`src/rtl/clock_set_ctrl_pkg.sv`:
```
// Shared state codes, field encoding and helpers for the clock time-setting controller.
// The datapath and display logic decode `field` using the same state codes.
package clock_set_ctrl_pkg;

  typedef enum logic [1:0] {
    ST_RUN     = 2'd0,
    ST_SET_HRS = 2'd1,
    ST_SET_MIN = 2'd2,
    ST_SET_SEC = 2'd3
  } state_e;

  localparam int NUM_BTN  = 2;
  localparam int BTN_MODE = 0;
  localparam int BTN_INC  = 1;

  typedef struct packed {
    logic hrs;
    logic min;
    logic sec;
  } fld_t;

  function automatic state_e next_state(input state_e s);
    case (s)
      ST_RUN:     next_state = ST_SET_HRS;
      ST_SET_HRS: next_state = ST_SET_MIN;
      ST_SET_MIN: next_state = ST_SET_SEC;
      default:    next_state = ST_RUN;
    endcase
  endfunction

  // One-hot field select for the state being set; all zero in RUN.
  function automatic fld_t field_sel(input state_e s);
    field_sel = '0;
    case (s)
      ST_SET_HRS: field_sel.hrs = 1'b1;
      ST_SET_MIN: field_sel.min = 1'b1;
      ST_SET_SEC: field_sel.sec = 1'b1;
      default:    field_sel = '0;
    endcase
  endfunction

endpackage

```
`src/rtl/clock_set_ctrl_frame_debounce.sv`:
```
// Button conditioner: 2-flop synchroniser, then a debounce that only samples on frame_tick.
// lvl is the debounced level as it will be after this cycle; rise flags an accepted 0->1 edge.
module frame_debounce #(
  parameter int DEBOUNCE_FRAMES = 2
) (
  input  logic clk,
  input  logic reset,
  input  logic frame_tick,
  input  logic btn,
  output logic lvl,
  output logic rise
);

  localparam int CW = $clog2(DEBOUNCE_FRAMES + 1);
  localparam logic [CW-1:0] CNT_LAST = CW'(DEBOUNCE_FRAMES - 1);

  logic [1:0]    sync_q;
  logic          level_q;
  logic [CW-1:0] cnt_q;
  logic          differ;
  logic          accept;

  assign differ = sync_q[1] ^ level_q;
  assign accept = frame_tick && differ && (cnt_q >= CNT_LAST);
  assign lvl    = accept ? sync_q[1] : level_q;
  assign rise   = accept && sync_q[1];

  always_ff @(posedge clk) begin
    if (reset) begin
      sync_q  <= '0;
      level_q <= 1'b0;
      cnt_q   <= '0;
    end else begin
      sync_q <= {sync_q[0], btn};
      if (frame_tick) begin
        // Any frame sample matching the current level restarts the run.
        if (accept) begin
          level_q <= sync_q[1];
          cnt_q   <= '0;
        end else if (differ) begin
          cnt_q <= cnt_q + CW'(1);
        end else begin
          cnt_q <= '0;
        end
      end
    end
  end

endmodule

```
`src/rtl/clock_set_ctrl.sv`:
```
// MODE/INC time-setting controller: field sequencer, adj pulses with auto-repeat,
// idle timeout back to RUN, and a frame-synchronous blink mask for the field being set.
module clock_set_ctrl
  import clock_set_ctrl_pkg::*;
#(
  parameter int DEBOUNCE_FRAMES = 2,
  parameter int REPEAT_DELAY    = 24,
  parameter int REPEAT_RATE     = 6,
  parameter int BLINK_FRAMES    = 32,
  parameter int IDLE_TIMEOUT    = 1024
) (
  input  logic       clk,
  input  logic       reset,
  input  logic       frame_tick,
  input  logic       btn_mode,
  input  logic       btn_inc,
  output logic       adj_hrs,
  output logic       adj_min,
  output logic       adj_sec,
  output logic       setting,
  output logic [1:0] field,
  output logic       blank_hrs,
  output logic       blank_min,
  output logic       blank_sec
);

  localparam int RPT_MAX = (REPEAT_DELAY > REPEAT_RATE) ? REPEAT_DELAY : REPEAT_RATE;
  localparam int RW = $clog2(RPT_MAX + 1);
  localparam int IW = $clog2(IDLE_TIMEOUT + 1);
  localparam int BW = $clog2(BLINK_FRAMES + 1);
  localparam logic [RW-1:0] RPT_FIRST_LAST = RW'(REPEAT_DELAY - 1);
  localparam logic [RW-1:0] RPT_NEXT_LAST  = RW'(REPEAT_RATE - 1);
  localparam logic [IW-1:0] IDLE_LAST      = IW'(IDLE_TIMEOUT - 1);
  localparam logic [BW-1:0] BLINK_LAST     = BW'(BLINK_FRAMES - 1);
  localparam logic [BW-1:0] BLINK_HALF     = BW'(BLINK_FRAMES / 2);

  logic [NUM_BTN-1:0] btn_raw, btn_lvl, btn_rise;
  logic               unused_mode_lvl;

  assign btn_raw = {btn_inc, btn_mode};

  for (genvar i = 0; i < NUM_BTN; i++) begin : g_deb
    frame_debounce #(.DEBOUNCE_FRAMES(DEBOUNCE_FRAMES)) u_deb (
      .clk        (clk),
      .reset      (reset),
      .frame_tick (frame_tick),
      .btn        (btn_raw[i]),
      .lvl        (btn_lvl[i]),
      .rise       (btn_rise[i])
    );
  end

  assign unused_mode_lvl = btn_lvl[BTN_MODE];

  state_e        state_q, state_d;
  logic [RW-1:0] rpt_q, rpt_d;
  logic          rpt_first_q, rpt_first_d;
  logic [IW-1:0] idle_q, idle_d;
  logic [BW-1:0] blink_q, blink_d;
  logic          mask_q, mask_d;
  fld_t          adj_q, adj_d;
  fld_t          blank_q, blank_d;
  logic          setting_q, setting_d;

  logic inc_held, mode_press, inc_press;

  assign inc_held   = btn_lvl[BTN_INC];
  assign mode_press = btn_rise[BTN_MODE];
  // MODE wins a same-tick race; a masked INC needs a fresh release/press.
  assign inc_press  = btn_rise[BTN_INC] && !mode_press && !mask_q;

  always_ff @(posedge clk) begin
    if (reset) begin
      state_q     <= ST_RUN;
      rpt_q       <= '0;
      rpt_first_q <= 1'b1;
      idle_q      <= '0;
      blink_q     <= '0;
      mask_q      <= 1'b0;
      adj_q       <= '0;
      blank_q     <= '0;
      setting_q   <= 1'b0;
    end else begin
      state_q     <= state_d;
      rpt_q       <= rpt_d;
      rpt_first_q <= rpt_first_d;
      idle_q      <= idle_d;
      blink_q     <= blink_d;
      mask_q      <= mask_d;
      adj_q       <= adj_d;
      blank_q     <= blank_d;
      setting_q   <= setting_d;
    end
  end

  always_comb begin
    state_d     = state_q;
    rpt_d       = rpt_q;
    rpt_first_d = rpt_first_q;
    idle_d      = idle_q;
    blink_d     = blink_q;
    mask_d      = mask_q;
    adj_d       = '0;
    blank_d     = blank_q;
    setting_d   = setting_q;

    if (frame_tick) begin
      blink_d = (blink_q == BLINK_LAST) ? '0 : blink_q + BW'(1);

      if (mode_press && inc_held) mask_d = 1'b1;
      else if (!inc_held)         mask_d = 1'b0;

      if (mode_press) begin
        state_d     = next_state(state_q);
        idle_d      = '0;
        rpt_d       = '0;
        rpt_first_d = 1'b1;
      end else if (state_q == ST_RUN) begin
        idle_d      = '0;
        rpt_d       = '0;
        rpt_first_d = 1'b1;
      end else if (inc_press) begin
        adj_d       = field_sel(state_q);
        idle_d      = '0;
        rpt_d       = '0;
        rpt_first_d = 1'b1;
      end else if (inc_held) begin
        idle_d = '0;
        if (!mask_q) begin
          // First repeat after REPEAT_DELAY frames, then every REPEAT_RATE.
          if (rpt_q >= (rpt_first_q ? RPT_FIRST_LAST : RPT_NEXT_LAST)) begin
            adj_d       = field_sel(state_q);
            rpt_d       = '0;
            rpt_first_d = 1'b0;
          end else begin
            rpt_d = rpt_q + RW'(1);
          end
        end
      end else begin
        rpt_d       = '0;
        rpt_first_d = 1'b1;
        if (idle_q >= IDLE_LAST) begin
          state_d = ST_RUN;
          idle_d  = '0;
        end else begin
          idle_d = idle_q + IW'(1);
        end
      end

      setting_d = (state_d != ST_RUN);
      blank_d   = (!inc_held && (blink_d >= BLINK_HALF)) ? field_sel(state_d) : '0;
    end
  end

  assign adj_hrs   = adj_q.hrs;
  assign adj_min   = adj_q.min;
  assign adj_sec   = adj_q.sec;
  assign blank_hrs = blank_q.hrs;
  assign blank_min = blank_q.min;
  assign blank_sec = blank_q.sec;
  assign setting   = setting_q;
  assign field     = state_q;

endmodule
```
`config.mk`:
```
export PLATFORM = sky130hd
export DESIGN_NAME = clock_set_ctrl
export DESIGN_NICKNAME = d
export VERILOG_FILES = /design/src/rtl/clock_set_ctrl_pkg.sv /design/src/rtl/clock_set_ctrl_frame_debounce.sv /design/src/rtl/clock_set_ctrl.sv
export SDC_FILE = /design/constraint.sdc
export NUM_CORES = 1
export LEC_CHECK = 0
export BUFFER_PORTS_ARGS = -buffer_cell sky130_fd_sc_hd__buf_2
export CELL_PAD_IN_SITES_DETAIL_PLACEMENT = 1
export CELL_PAD_IN_SITES_GLOBAL_PLACEMENT = 2
export CORE_AREA = 2 2 71 86
export CTS_BUF_LIST = sky130_fd_sc_hd__clkbuf_16
export DETAILED_ROUTE_END_ITERATION = 8
export DIE_AREA = 0 0 73 88
export GPL_TIMING_DRIVEN = 0
export PLACE_DENSITY = 0.86
export SLEW_MARGIN = 20
export SYNTH_ARGS = -nofsm -noshare
export SYNTH_HDL_FRONTEND = slang
export SYNTH_SLANG_ARGS = --single-unit
```
`constraint.sdc`:
```
create_clock -name clk -period 4.8 [get_ports clk]
set_input_delay 0 -clock clk [delete_from_list [all_inputs] [get_ports clk]]
set_output_delay 0 -clock clk [all_outputs]
set_load 0.02 [all_outputs]
```
==> flow_metrics.tcl <==
set metrics [dict create \
    worstPathRequired_ps 5010 \
    top_signal_layer_used "met4" \
    instances_no_fill 329 \
    buffer_ports.inserted 11 \
    cts_buffers 5 \
    global_route_wire_length_before_repair_mm 8.90 \
    reg2reg_setup_slack_ps 2540 \
    timing.critical_path.to_type "register" \
    dr.pass1.iters 4 \
    cts_buffer_depth 2 \
    grt_use_total_pct 17.6 \
    synthCells 246 \
    maxClockFrequency_mhz 443 \
    synth_edf_count 0 \
    clockRootBuffer "clkbuf_16" \
    worstMarginPinSlew_ps 616 \
    ys_dominant_reg_cell "dfxtp_1" \
    place_hpwl_mm 3.66 \
    worst_ep_arrival_time_ps 2460 \
    met3RoutedLength_microns 90 \
    grt_max_degree 12 \
    setup_violations 0 \
    die_width_microns 73 \
    holdCritPathClass "input pin to register" \
    hold_ws_ps 56.0 \
    drt-wirelength-per-cell_microns 15.4 \
    finalWeightedCongestion 0.773 \
    grt_antenna_before_repair 0 \
    initial_utilization_pct 37.8 \
    yosys.cell_types.count 46 \
    timing.critical_path.cells "inv_1, ha_1, and4bb_1, nor2_1, nand4bb_1, or4_1, a31oi_1" \
    depth_of_the_worst_register_to_register_path 7 \
    ys_ff_latch 43 \
    crit_path_start_kind "register" \
    number_of_design_rule_violations_left_after_detail_routing 0 \
    met2WireLength_mm 2.67 \
    clkSlewWorstSetupHoldPaths_ps 60 \
    number_of_global_route_vias_before_repair 1863 \
    num_rows 30 \
    worst_hold_path.num_cells 3 \
    start_of_the_worst_register_to_register_path "g_deb[0].u_deb.cnt_q[0]$_SDFFE_PP0P_" \
    hold_path_startpoint "frame_tick" \
    crit_path_max_fanout 6 \
    critical_path.reg2reg.endpoint "idle_q[7]$_SDFFE_PP0P_" \
    run_status "finished clean" \
    unrepaired_setup_endpoints_after_global_routing "false" \
    cts_sinks 43 \
    fin_tns_setup_ps 0 \
    tritoncts_clock_tree "yes" \
    postCtsSetupBuffers 0 \
    count_of_instances_resized_after_the_clock_tree_is_built 0 \
    period_share_pct 47.0 \
    clock_skew_ps 4.77 \
    yosys_warns 0 \
    worst_hold_path_endpoint "setting$_SDFFE_PP0P_" \
    via_count 1822 \
    synth.cell_area_sq_um 2110 \
    syn_nets 262 \
    detail_route.vias_per_cell 5.54 \
    cell_count_after_placement 321 \
    postSynthAreaPerCell_sq_um 8.59 \
    area_delta_synth_final_pct 13.4 \
    finish.net_count 282 \
    clk-insertion-delay-late_ps 280 \
    bufs_and_invs_on_worst_path 1 \
    top_level_ports 14 \
    final-max-slew-violation-count 0 \
    ys_seq_area_share_pct 40.7 \
    die_area_sq_um 6420 \
    drtAntennaViolNets 0 \
    fp.coreArea_sq_um 5590 \
    drt-total-wl_mm 5.08 \
    crit_path_max_incr_delay_ps 480 \
    worst_path_max_delay_cell "or4_1" \
    drive_above_1_share_pct 8.68 \
    grt-ovfl-total 0 \
    die_y_microns 88 \
    power.density_nw_per_um2 300 \
    power.ir.vdd_worst_mv 0.184 \
    detailedPlace.worstSlack_ps 2540 \
    final.min_clock_period_ps 2260 \
    drt_first_iter_violations 45 \
    async_reset_ff_share_pct 0 \
    finalWorstSetupSlack_ps 2540 \
    insertedDiodeCount 0 \
    drv_cap 0 \
    max-slew-margin-rel_pct 59.0 \
    p_total_mw 0.719 \
    timing_worst_setup_path_type "register to register" \
    sum_of_routed_wire_segments_on_met1_mm 2.27 \
    path_delay_family "simple AND/OR/NAND/NOR gates" \
    cts_h_tree_depth 2 \
    power.static_leakage_nw 0.881 \
    hold_viol 0 \
]
sequential cells by signal, summed over array words and instances, names as in the netlist, 2 cells and up:
name / flops
g_deb.u_deb.cnt_q: 4
g_deb.u_deb.level_q: 2
idle_q: 11
rpt_q: 5
field: 2
blink_q: 6
g_deb.u_deb.sync_q: 4
worst reg2reg max path: stages, from the launching register on:
cell	delay, ps
dfxtp_1	310
inv_1	70
ha_1	240
and4bb_1	320
nor2_1	280
nand4bb_1	320
or4_1	480
a31oi_1	160
worst max-delay path by stage:
stage / from / endpoint / slack, ps / cells after the start
2_1_floorplan: g_deb[1].u_deb.cnt_q[0]$_SDFFE_PP0P_ / rpt_q[4]$_SDFFE_PP0P_ / 2740 / 7
3_3_place_gp: g_deb[0].u_deb.cnt_q[0]$_SDFFE_PP0P_ / idle_q[7]$_SDFFE_PP0P_ / 2560 / 7
3_5_place_dp: g_deb[0].u_deb.cnt_q[0]$_SDFFE_PP0P_ / idle_q[7]$_SDFFE_PP0P_ / 2540 / 7
4_1_cts: g_deb[0].u_deb.cnt_q[0]$_SDFFE_PP0P_ / idle_q[7]$_SDFFE_PP0P_ / 2520 / 7
5_1_grt: g_deb[0].u_deb.cnt_q[0]$_SDFFE_PP0P_ / idle_q[7]$_SDFFE_PP0P_ / 2370 / 7
6_report: g_deb[0].u_deb.cnt_q[0]$_SDFFE_PP0P_ / idle_q[7]$_SDFFE_PP0P_ / 2540 / 7
report_power, final:
group | leakage [nW] | switching, mW | internal (mW) | total (mW)
Sequential | 0.348 | 0.00438 | 0.362 | 0.367
Combinational | 0.466 | 0.0272 | 0.0156 | 0.0428
Clock | 0.0669 | 0.125 | 0.185 | 0.310
Total | 0.881 | 0.157 | 0.563 | 0.719
kinds of logic (layout without fill, tap and decap cells):
group,count (synthesis),in the layout,synth area share (%)
and+or+nand+nor,108,108,27.5
DFF,43,43,40.7
muxes,6,6,3.14
adders and majority gates,11,11,6.51
AOI/OAI and AO/OA,49,49,15.2
xor gates and xnor gates,6,6,2.49
buffers and inverters,23,42,4.44
metal layers:
layer	up-vias	global-route usage (%)
met3	6	3.45
met5	-	0
met4	0	4.71
met1	881	21.3
li1	922	-
met2	13	31.5
metrics by stage:
step	cell area [sq um]	utilization, %
floorplan	2110	-
global placement	2250	40.2
detailed placement	2250	40.2
CTS	2400	42.9
global route	2400	42.9
finish	2400	42.9
cell usage after synthesis (all sizes together) (3+ instances only):
master / instances / area share [%]
dfxtp: 43 / 41
nand2: 26 / 4.6
nand3: 19 / 4.5
nor2: 19 / 3.4
a21oi: 18 / 4.3
inv: 14 / 2.5
ha: 11 / 6.5
a31oi: 8 / 2.4
clkbuf: 8 / 1.4
o21ai: 8 / 1.9
nand4: 6 / 1.8
nor2b: 6 / 2.1
or3: 6 / 1.8
nor3: 5 / 1.7
xor2: 5 / 2.1
and3: 4 / 1.2
mux2i: 4 / 1.9
nand2b: 3 / 0.89
o211ai: 3 / 1.1
or4: 3 / 1.1
cell type report:
cell class,instances,area [sq um]
multi-input cells,180,1160
well taps,64,80.1
plain buffers,9,41.3
inverters,14,52.6
clock inverters,1,3.75
flip-flops and latches,43,861
fillers,660,3200
repair buffers,13,75.1
clock buffers,5,125
what timing repair did:
| action | in CTS | in global routing |
|---|---|---|
| endpoints found under the hold margin | 2 | 0 |
| setup endpoints to repair | 0 | 0 |
| hold buffers | 2 | 0 |
cells in the final DEF, fill, tap and decap left out, drive strengths merged, types with 8 or more instances in the layout:
| cell type | count |
|---|---|
| a21oi | 18 |
| a31oi | 8 |
| buf | 12 |
| clkbuf | 13 |
| dfxtp | 43 |
| ha | 11 |
| inv | 15 |
| nand2 | 26 |
| nand3 | 19 |
| nor2 | 19 |
| o21ai | 8 |
Power figures use the tool's default switching activity.
